<file path="src/rtl/id_ex_reg_pkg.sv">
`default_nettype none
// ============================================================================
//  Module      : id_ex_reg_pkg
//  Description : Shared constants and helpers for the ID/EX pipeline register.
//  Revision    : 1.0  initial release
// ============================================================================
package id_ex_reg_pkg;

  localparam int          TNEW_W   = 2;
  localparam logic [31:0] PC_RESET = 32'h0000_3000;
  localparam logic [31:0] NOP_WORD = 32'h0000_0000;

  typedef logic [TNEW_W-1:0] tnew_t;

  // One pipeline stage has elapsed between D and E, so Tnew drops by one.
  function automatic tnew_t tnew_dec(input tnew_t t);
    return (t == '0) ? '0 : tnew_t'(t - tnew_t'(1));
  endfunction

endpackage
`default_nettype wire

</file>
<file path="src/rtl/id_ex_reg_if.sv">
`default_nettype none
// ============================================================================
//  Module      : id_ex_reg_if
//  Description : D-side inputs, stall controls and E-side outputs of ID/EX.
//  Revision    : 1.0  initial release
// ============================================================================
interface id_ex_reg_if;
  import id_ex_reg_pkg::*;

  logic        hold;
  logic        clr;
  logic [31:0] D_instr;
  logic [31:0] D_pc;
  logic        D_bd;
  logic [31:0] D_rs_data;
  logic [31:0] D_rt_data;
  logic [31:0] D_ext;
  tnew_t       D_tnew;

  logic [31:0] E_instr;
  logic [31:0] E_pc;
  logic        E_bd;
  logic [31:0] E_rs_data;
  logic [31:0] E_rt_data;
  logic [31:0] E_ext;
  tnew_t       E_tnew;
  logic        E_valid;

  modport master (
    output hold, clr, D_instr, D_pc, D_bd, D_rs_data, D_rt_data, D_ext, D_tnew,
    input  E_instr, E_pc, E_bd, E_rs_data, E_rt_data, E_ext, E_tnew, E_valid
  );

  modport slave (
    input  hold, clr, D_instr, D_pc, D_bd, D_rs_data, D_rt_data, D_ext, D_tnew,
    output E_instr, E_pc, E_bd, E_rs_data, E_rt_data, E_ext, E_tnew, E_valid
  );

endinterface
`default_nettype wire

</file>
<file path="src/rtl/id_ex_reg.sv">
`default_nettype none
// ============================================================================
//  Module      : id_ex_reg
//  Description : ID/EX pipeline register with hold (freeze) and clr (bubble).
//  Revision    : 1.0  initial release
// ============================================================================
module id_ex_reg
  import id_ex_reg_pkg::*;
(
  input  wire logic   clk,
  input  wire logic   reset,
  id_ex_reg_if.slave  bus
);

  logic load;
  assign load = !bus.clr && !bus.hold;

  // PC and delay-slot flag follow D even on a bubble so EPC/BD stay correct.
  always_ff @(posedge clk or negedge reset) begin : p_pc_bd
    if (!reset) begin
      bus.E_pc <= PC_RESET;
      bus.E_bd <= 1'b0;
    end else if (bus.clr || !bus.hold) begin
      bus.E_pc <= bus.D_pc;
      bus.E_bd <= bus.D_bd;
    end
  end

  always_ff @(posedge clk or negedge reset) begin : p_payload
    if (!reset) begin
      bus.E_instr   <= NOP_WORD;
      bus.E_rs_data <= '0;
      bus.E_rt_data <= '0;
      bus.E_ext     <= '0;
    end else if (bus.clr) begin
      bus.E_instr   <= NOP_WORD;
      bus.E_rs_data <= '0;
      bus.E_rt_data <= '0;
      bus.E_ext     <= '0;
    end else if (load) begin
      bus.E_instr   <= bus.D_instr;
      bus.E_rs_data <= bus.D_rs_data;
      bus.E_rt_data <= bus.D_rt_data;
      bus.E_ext     <= bus.D_ext;
    end
  end

  always_ff @(posedge clk or negedge reset) begin : p_status
    if (!reset) begin
      bus.E_tnew  <= '0;
      bus.E_valid <= 1'b0;
    end else if (bus.clr) begin
      bus.E_tnew  <= '0;
      bus.E_valid <= 1'b0;
    end else if (load) begin
      bus.E_tnew  <= tnew_dec(bus.D_tnew);
      bus.E_valid <= 1'b1;
    end
  end

endmodule
`default_nettype wire

</file>
<file path="src/flat_wrapper.sv">
// flat-port wrapper written by rule: the top's interface ports become plain ports
module id_ex_reg_flat import id_ex_reg_pkg::*;
  (clk, reset, bus_hold, bus_clr, bus_D_instr, bus_D_pc, bus_D_bd, bus_D_rs_data, bus_D_rt_data, bus_D_ext, bus_D_tnew, bus_E_instr, bus_E_pc, bus_E_bd, bus_E_rs_data, bus_E_rt_data, bus_E_ext, bus_E_tnew, bus_E_valid);
  id_ex_reg_if bus_i ();
  input  wire logic clk;
  input  wire logic reset;
  input wire logic [$bits(bus_i.hold)-1:0] bus_hold;
  input wire logic [$bits(bus_i.clr)-1:0] bus_clr;
  input wire logic [$bits(bus_i.D_instr)-1:0] bus_D_instr;
  input wire logic [$bits(bus_i.D_pc)-1:0] bus_D_pc;
  input wire logic [$bits(bus_i.D_bd)-1:0] bus_D_bd;
  input wire logic [$bits(bus_i.D_rs_data)-1:0] bus_D_rs_data;
  input wire logic [$bits(bus_i.D_rt_data)-1:0] bus_D_rt_data;
  input wire logic [$bits(bus_i.D_ext)-1:0] bus_D_ext;
  input wire logic [$bits(bus_i.D_tnew)-1:0] bus_D_tnew;
  output wire logic [$bits(bus_i.E_instr)-1:0] bus_E_instr;
  output wire logic [$bits(bus_i.E_pc)-1:0] bus_E_pc;
  output wire logic [$bits(bus_i.E_bd)-1:0] bus_E_bd;
  output wire logic [$bits(bus_i.E_rs_data)-1:0] bus_E_rs_data;
  output wire logic [$bits(bus_i.E_rt_data)-1:0] bus_E_rt_data;
  output wire logic [$bits(bus_i.E_ext)-1:0] bus_E_ext;
  output wire logic [$bits(bus_i.E_tnew)-1:0] bus_E_tnew;
  output wire logic [$bits(bus_i.E_valid)-1:0] bus_E_valid;
  assign bus_i.hold = bus_hold;
  assign bus_i.clr = bus_clr;
  assign bus_i.D_instr = bus_D_instr;
  assign bus_i.D_pc = bus_D_pc;
  assign bus_i.D_bd = bus_D_bd;
  assign bus_i.D_rs_data = bus_D_rs_data;
  assign bus_i.D_rt_data = bus_D_rt_data;
  assign bus_i.D_ext = bus_D_ext;
  assign bus_i.D_tnew = bus_D_tnew;
  assign bus_E_instr = bus_i.E_instr;
  assign bus_E_pc = bus_i.E_pc;
  assign bus_E_bd = bus_i.E_bd;
  assign bus_E_rs_data = bus_i.E_rs_data;
  assign bus_E_rt_data = bus_i.E_rt_data;
  assign bus_E_ext = bus_i.E_ext;
  assign bus_E_tnew = bus_i.E_tnew;
  assign bus_E_valid = bus_i.E_valid;
  id_ex_reg u_core (.clk(clk), .reset(reset), .bus(bus_i));
endmodule
</file>
<file path="config.mk">
export PLATFORM = sky130hd
export DESIGN_NAME = id_ex_reg_flat
export DESIGN_NICKNAME = d
export VERILOG_FILES = /design/src/rtl/id_ex_reg_pkg.sv /design/src/rtl/id_ex_reg_if.sv /design/src/rtl/id_ex_reg.sv /design/src/flat_wrapper.sv
export SDC_FILE = /design/constraint.sdc
export NUM_CORES = 1
export LEC_CHECK = 0
export ABC_CLOCK_PERIOD_IN_PS = 1000
export BUFFER_PORTS_ARGS = -buffer_cell sky130_fd_sc_hd__buf_2
export CORE_ASPECT_RATIO = 1.75
export CORE_UTILIZATION = 30
export CTS_BUF_LIST = sky130_fd_sc_hd__clkbuf_16
export DETAILED_ROUTE_END_ITERATION = 8
export SYNTH_ARGS = -nofsm -noshare
export SYNTH_HDL_FRONTEND = slang
export SYNTH_SLANG_ARGS = --single-unit
</file>
<file path="constraint.sdc">
create_clock -name clk -period 1 [get_ports clk]
set_clock_uncertainty 0.2 [all_clocks]
set_input_delay 0.2 -clock clk [delete_from_list [all_inputs] [get_ports clk]]
set_output_delay 0.2 -clock clk [all_outputs]
set_load 0.05 [all_outputs]
</file>
After elaboration in Yosys (flattened, before gate mapping)
Cells that the tools add are included.
- mux-type cells: 13
- reductions and logical operators: 6
- add/sub/neg operators: 1
- operators with widths (kind ; count):
    2-to-1 mux 32 bit ; 8
    2-to-1 mux 2 bit ; 3
    logical NOT 1 bit ; 2
    logical NOT 2 bit ; 1
    2-to-1 mux 1 bit ; 2
    nonzero test 2 bit ; 1
    subtractor 2 x 1 -> 2 bit (second input constant) ; 1
    logical AND 1 bit ; 1
    logical OR 1 bit ; 1
- output and inout bits: 164
- register bits after elaboration: 164

Depth between registers and ports, before layout
- word-level depth: 4
- gate-level depth with buffers: 5
- depth with buffers taken out: 2

Worst setup path after synthesis
Ideal clock, no wire load.
- path type: input -> register
- from: input port bus_clr
- to: register u_core.bus.E_pc[10]
- arrival: 1.007 ns
- slack: -0.332 ns
- path buffers: 3
- cell stages on the path: 5
- path through: clkbuf_2 > nand2b_4 > buf_6 > buf_6 > mux2_4
- longest elaborated chain between the ends: 1
- ends and longest elaborated chain (element ; line ; source):
    start, declared ; flat_wrapper.sv:8 ; input wire logic [$bits(bus_i.clr)-1:0] bus_clr;
    logical OR 1 bit ; id_ex_reg.sv:23 ; end else if (bus.clr || !bus.hold) begin
    end signal, assigned ; id_ex_reg.sv:24 ; bus.E_pc <= bus.D_pc;
    end, declared ; id_ex_reg_if.sv:36 ; output E_instr, E_pc, E_bd, E_rs_data, E_rt_data, E_ext, E_tnew, E_valid
Every way passes these cells.
A chain may end at the register's enable or synchronous reset.

Worst setup path in the final report
- from: register u_core.bus.E_pc[12]
- to: output port bus_E_pc[12]
- RTL lines (element ; line ; source):
    end, declared ; flat_wrapper.sv:17 ; output wire logic [$bits(bus_i.E_pc)-1:0] bus_E_pc;
No word-level cell between the ends.

==> flow_summary_export.csv <==
group,metric,value,unit
place,pre_cts_ws,-371.1,ps
route,drtIter0Drc,228,
pwr,total_power,18.30,mW
route,viasPerCell,4.388,
logic_synthesis,synth_top_cell_area_share,61.33,%
cts,htree_levels,4,
finish,fin_nets,1240,
status,violations,"hold timing, setup timing",
timing,whs,-163.4,ps
pwr,ir_worst_vdd,908.2,uV
critical_path,cp_top_family,"flip-flops",
hold_path,hold_depth,3,
global_route,grt_pass1_vias,6593,
floorplanning,row_count,71,
pwr,power_frac_seq,40.6,%
finish,utilization,59.27,%
route,ant_nets,0,
pwr,clkPwrFrac,32.0,%
timing,setup_ws,-532.8,ps
critical_path,worstPathRequired,600,ps
logic_synthesis,ys_seq_elements,164,
route,first_pass_iters,4,
floorplanning,die_area,0.02266,sq mm
critical_path,setup.worst_path.class,"reg2out",
critical_path,reg2reg_depth,2,
route,avgRoutedWirePerCell,16.63,um
critical_path,worstSetupEndpointType,"output port",
finish,diodes,0,
route,drc,0,
timing,rsz0062_at_grt,"true",
global_route,grt_util_all_layers,20.01,%
pwr,sw_frac_of_total,31.39,%
critical_path,cpPeakStageDelay,550,ps
critical_path,start_kind,"flip-flop",
global_route,antenna_found_initial,0,
critical_path,cp.arrival,1130,ps
cts,numCtsBuffers,17,
cts,clock_latency,430,ps
run,drv_cap,0,
logic_synthesis,yosysUniqueCellTypes,18,
logic_synthesis,yosysTopAreaCell,"dfrtp_1",
critical_path,critPathBufInv,1,
pwr,leakage,6.518,nW
cts,tritoncts,"yes",
place,place_congestion,0.7805,
logic_synthesis,avgSynthCellArea,13.33,sq um
floorplanning,initial_core_util,30.62,%
logic_synthesis,yosysWarnings,0,
floorplanning,die_w,114.2,um
status,status,"complete, but fails checks",
critical_path,path_depth,1,
finish,multi_input_area,0.002335,sq mm
finish,drive_above_1_share,51.66,%
logic_synthesis,synth_cells,496,
finish,register_area,0.004180,sq mm
timing,max_slew.worst_pin.slew,273.7,ps
global_route,grt-ovfl-total,0,
critical_path,crit_slowest_cell,"dfstp_2",
logic_synthesis,synthTopCellsByArea,"dfrtp_1, mux2i_1, nor2_1",
pwr,intPower,12.55,mW
timing,final_hold_viol_count,10,
critical_path,cp_max_fo,2,
route,wirelength,22.92,mm
logic_synthesis,syn-num-nets,663,
logic_synthesis,seq_area_frac_synth,62.12,%
logic_synthesis,syn_area,0.006610,sq mm
timing,setup_violations,222,
hold_path,hold_path.class,"in2reg",
floorplanning,core_area,0.02159,sq mm
place,portBuffers,330,
place,dp_hpwl,13.60,mm
pwr,powerDensity,1430,mW/mm^2
finish,syn_to_final_growth,93.56,%
cts,clock-sinks,164,
cts,cts_buffer_depth,2,
timing,min_period,1533,ps
cts,cts_root_buffer,"clkbuf_16",
place,place_inst,1127,
pwr,p_sw,5.743,mW
floorplanning,die_h,198.4,um
timing,slew_viol_final,0,
timing,finalCritPeriodShare,153.3,%
timing,timing.fmax,0.6524,GHz
global_route,grt_max_degree,54,
cts,clk_pin_slew,70,ps
pwr,combPwrFrac,27.4,%
floorplanning,io_pins,331,
critical_path,crit_chain,"buf_8",
finish,fill_cells,1622,
timing,maxSlewHeadroom,81.76,%
global_route,grt_pass1_wl,33.84,mm
route,vias,6046,
finish,fin_cells,1378,
[logic make-up after synthesis]
kind of cell,synth area share (%)
and+or+nand+nor,7.837
DFF,62.12
buffers and inverters,3.104
muxes,26.71
AOI/OAI and AO/OA,0.2271
[synth_stat cells, drive strengths merged]
library cell / count
clkbuf: 10
nor2: 128
dfrtp: 162
buf: 24
nand3b: 1
or3b: 1
mux2i: 128
nand2b: 1
nand2: 2
inv: 1
mux2: 33
a21oi: 3
dfstp: 2
[power by group through the flow]
stage          logic (mW)  clock network, mW  registers (mW)
6_report             5.01               5.86            7.43
5_1_grt              5.26               6.28            7.46
4_1_cts              4.77               6.02            7.40
3_5_place_dp         3.68                  0            7.41
3_3_place_gp         3.65                  0            7.41
2_1_floorplan       0.957                  0            8.87
[layout by cell type (no fill, tap or decap), types with 3 or more instances in the layout]
cell	instances
buf_12	21
buf_2	163
buf_4	66
buf_6	175
buf_8	4
clkbuf_16	17
clkinv_1	3
clkinv_2	6
clkinv_4	3
dfrtp_1	103
dfrtp_2	59
dlygate4sd3_1	163
mux2_2	3
mux2_4	30
mux2i_1	123
mux2i_2	4
nor2_1	127
[metal layers]
metal	track usage (%)	up-vias	wire length [um]
li1	-	2821	-
met1	19.31	2911	7823
met2	37.78	261	12880
met3	5.693	53	1378
met4	10.34	0	830
met5	0	-	0
[final cells by class]
type	instances	share of cell area, %
timing repair buffer	592	42.16
sequential	164	32.67
multi-input combinational	297	18.25
clock buffer	17	3.325
tap	292	2.855
clock inverter	15	0.7139
inverter	1	0.02934
[registers in the layout, indices dropped and copies added (netlist names)]
name                  count
u_core.bus.E_ext         32
u_core.bus.E_instr       32
u_core.bus.E_pc          32
u_core.bus.E_rs_data     32
u_core.bus.E_rt_data     32
u_core.bus.E_tnew         2
u_core.bus.E_bd           1
u_core.bus.E_valid        1
[final timing paths]
path                                            endpoint  slack (ps)            startpoint
worst max-delay path                        bus_E_pc[12]        -530   u_core.bus.E_pc[12]
worst min-delay path                u_core.bus.E_tnew[0]        -160         bus_D_tnew[0]
worst max register to register       u_core.bus.E_pc[23]        -120   u_core.bus.E_pc[23]
worst min register to register      u_core.bus.E_ext[12]         340  u_core.bus.E_ext[12]
max in group asynchronous        u_core.bus.E_rt_data[6]         100                 reset
min in group asynchronous       u_core.bus.E_rs_data[14]         -10                 reset
[what timing repair did]
item,4_1_cts,5_1_grt
resized for setup,313,30
setup buffers,21,43
hold endpoints to repair,327,11
pin swaps,0,12
cloned,0,0
endpoints found under the setup margin,165,201
hold buffers,164,1
[stage by stage]
stage | area, sq um | TNS [ps] | hold WS [ps]
2_1_floorplan | 6858 | -22780 | -295.6
3_3_place_gp | 9129 | -40860 | -124.6
3_5_place_dp | 9129 | -42320 | -124.6
4_1_cts | 12430 | -71860 | -83.56
5_1_grt | 12790 | -77610 | -157.5
6_report | 12790 | -69300 | -163.4
(Power assumes the default switching activity.)
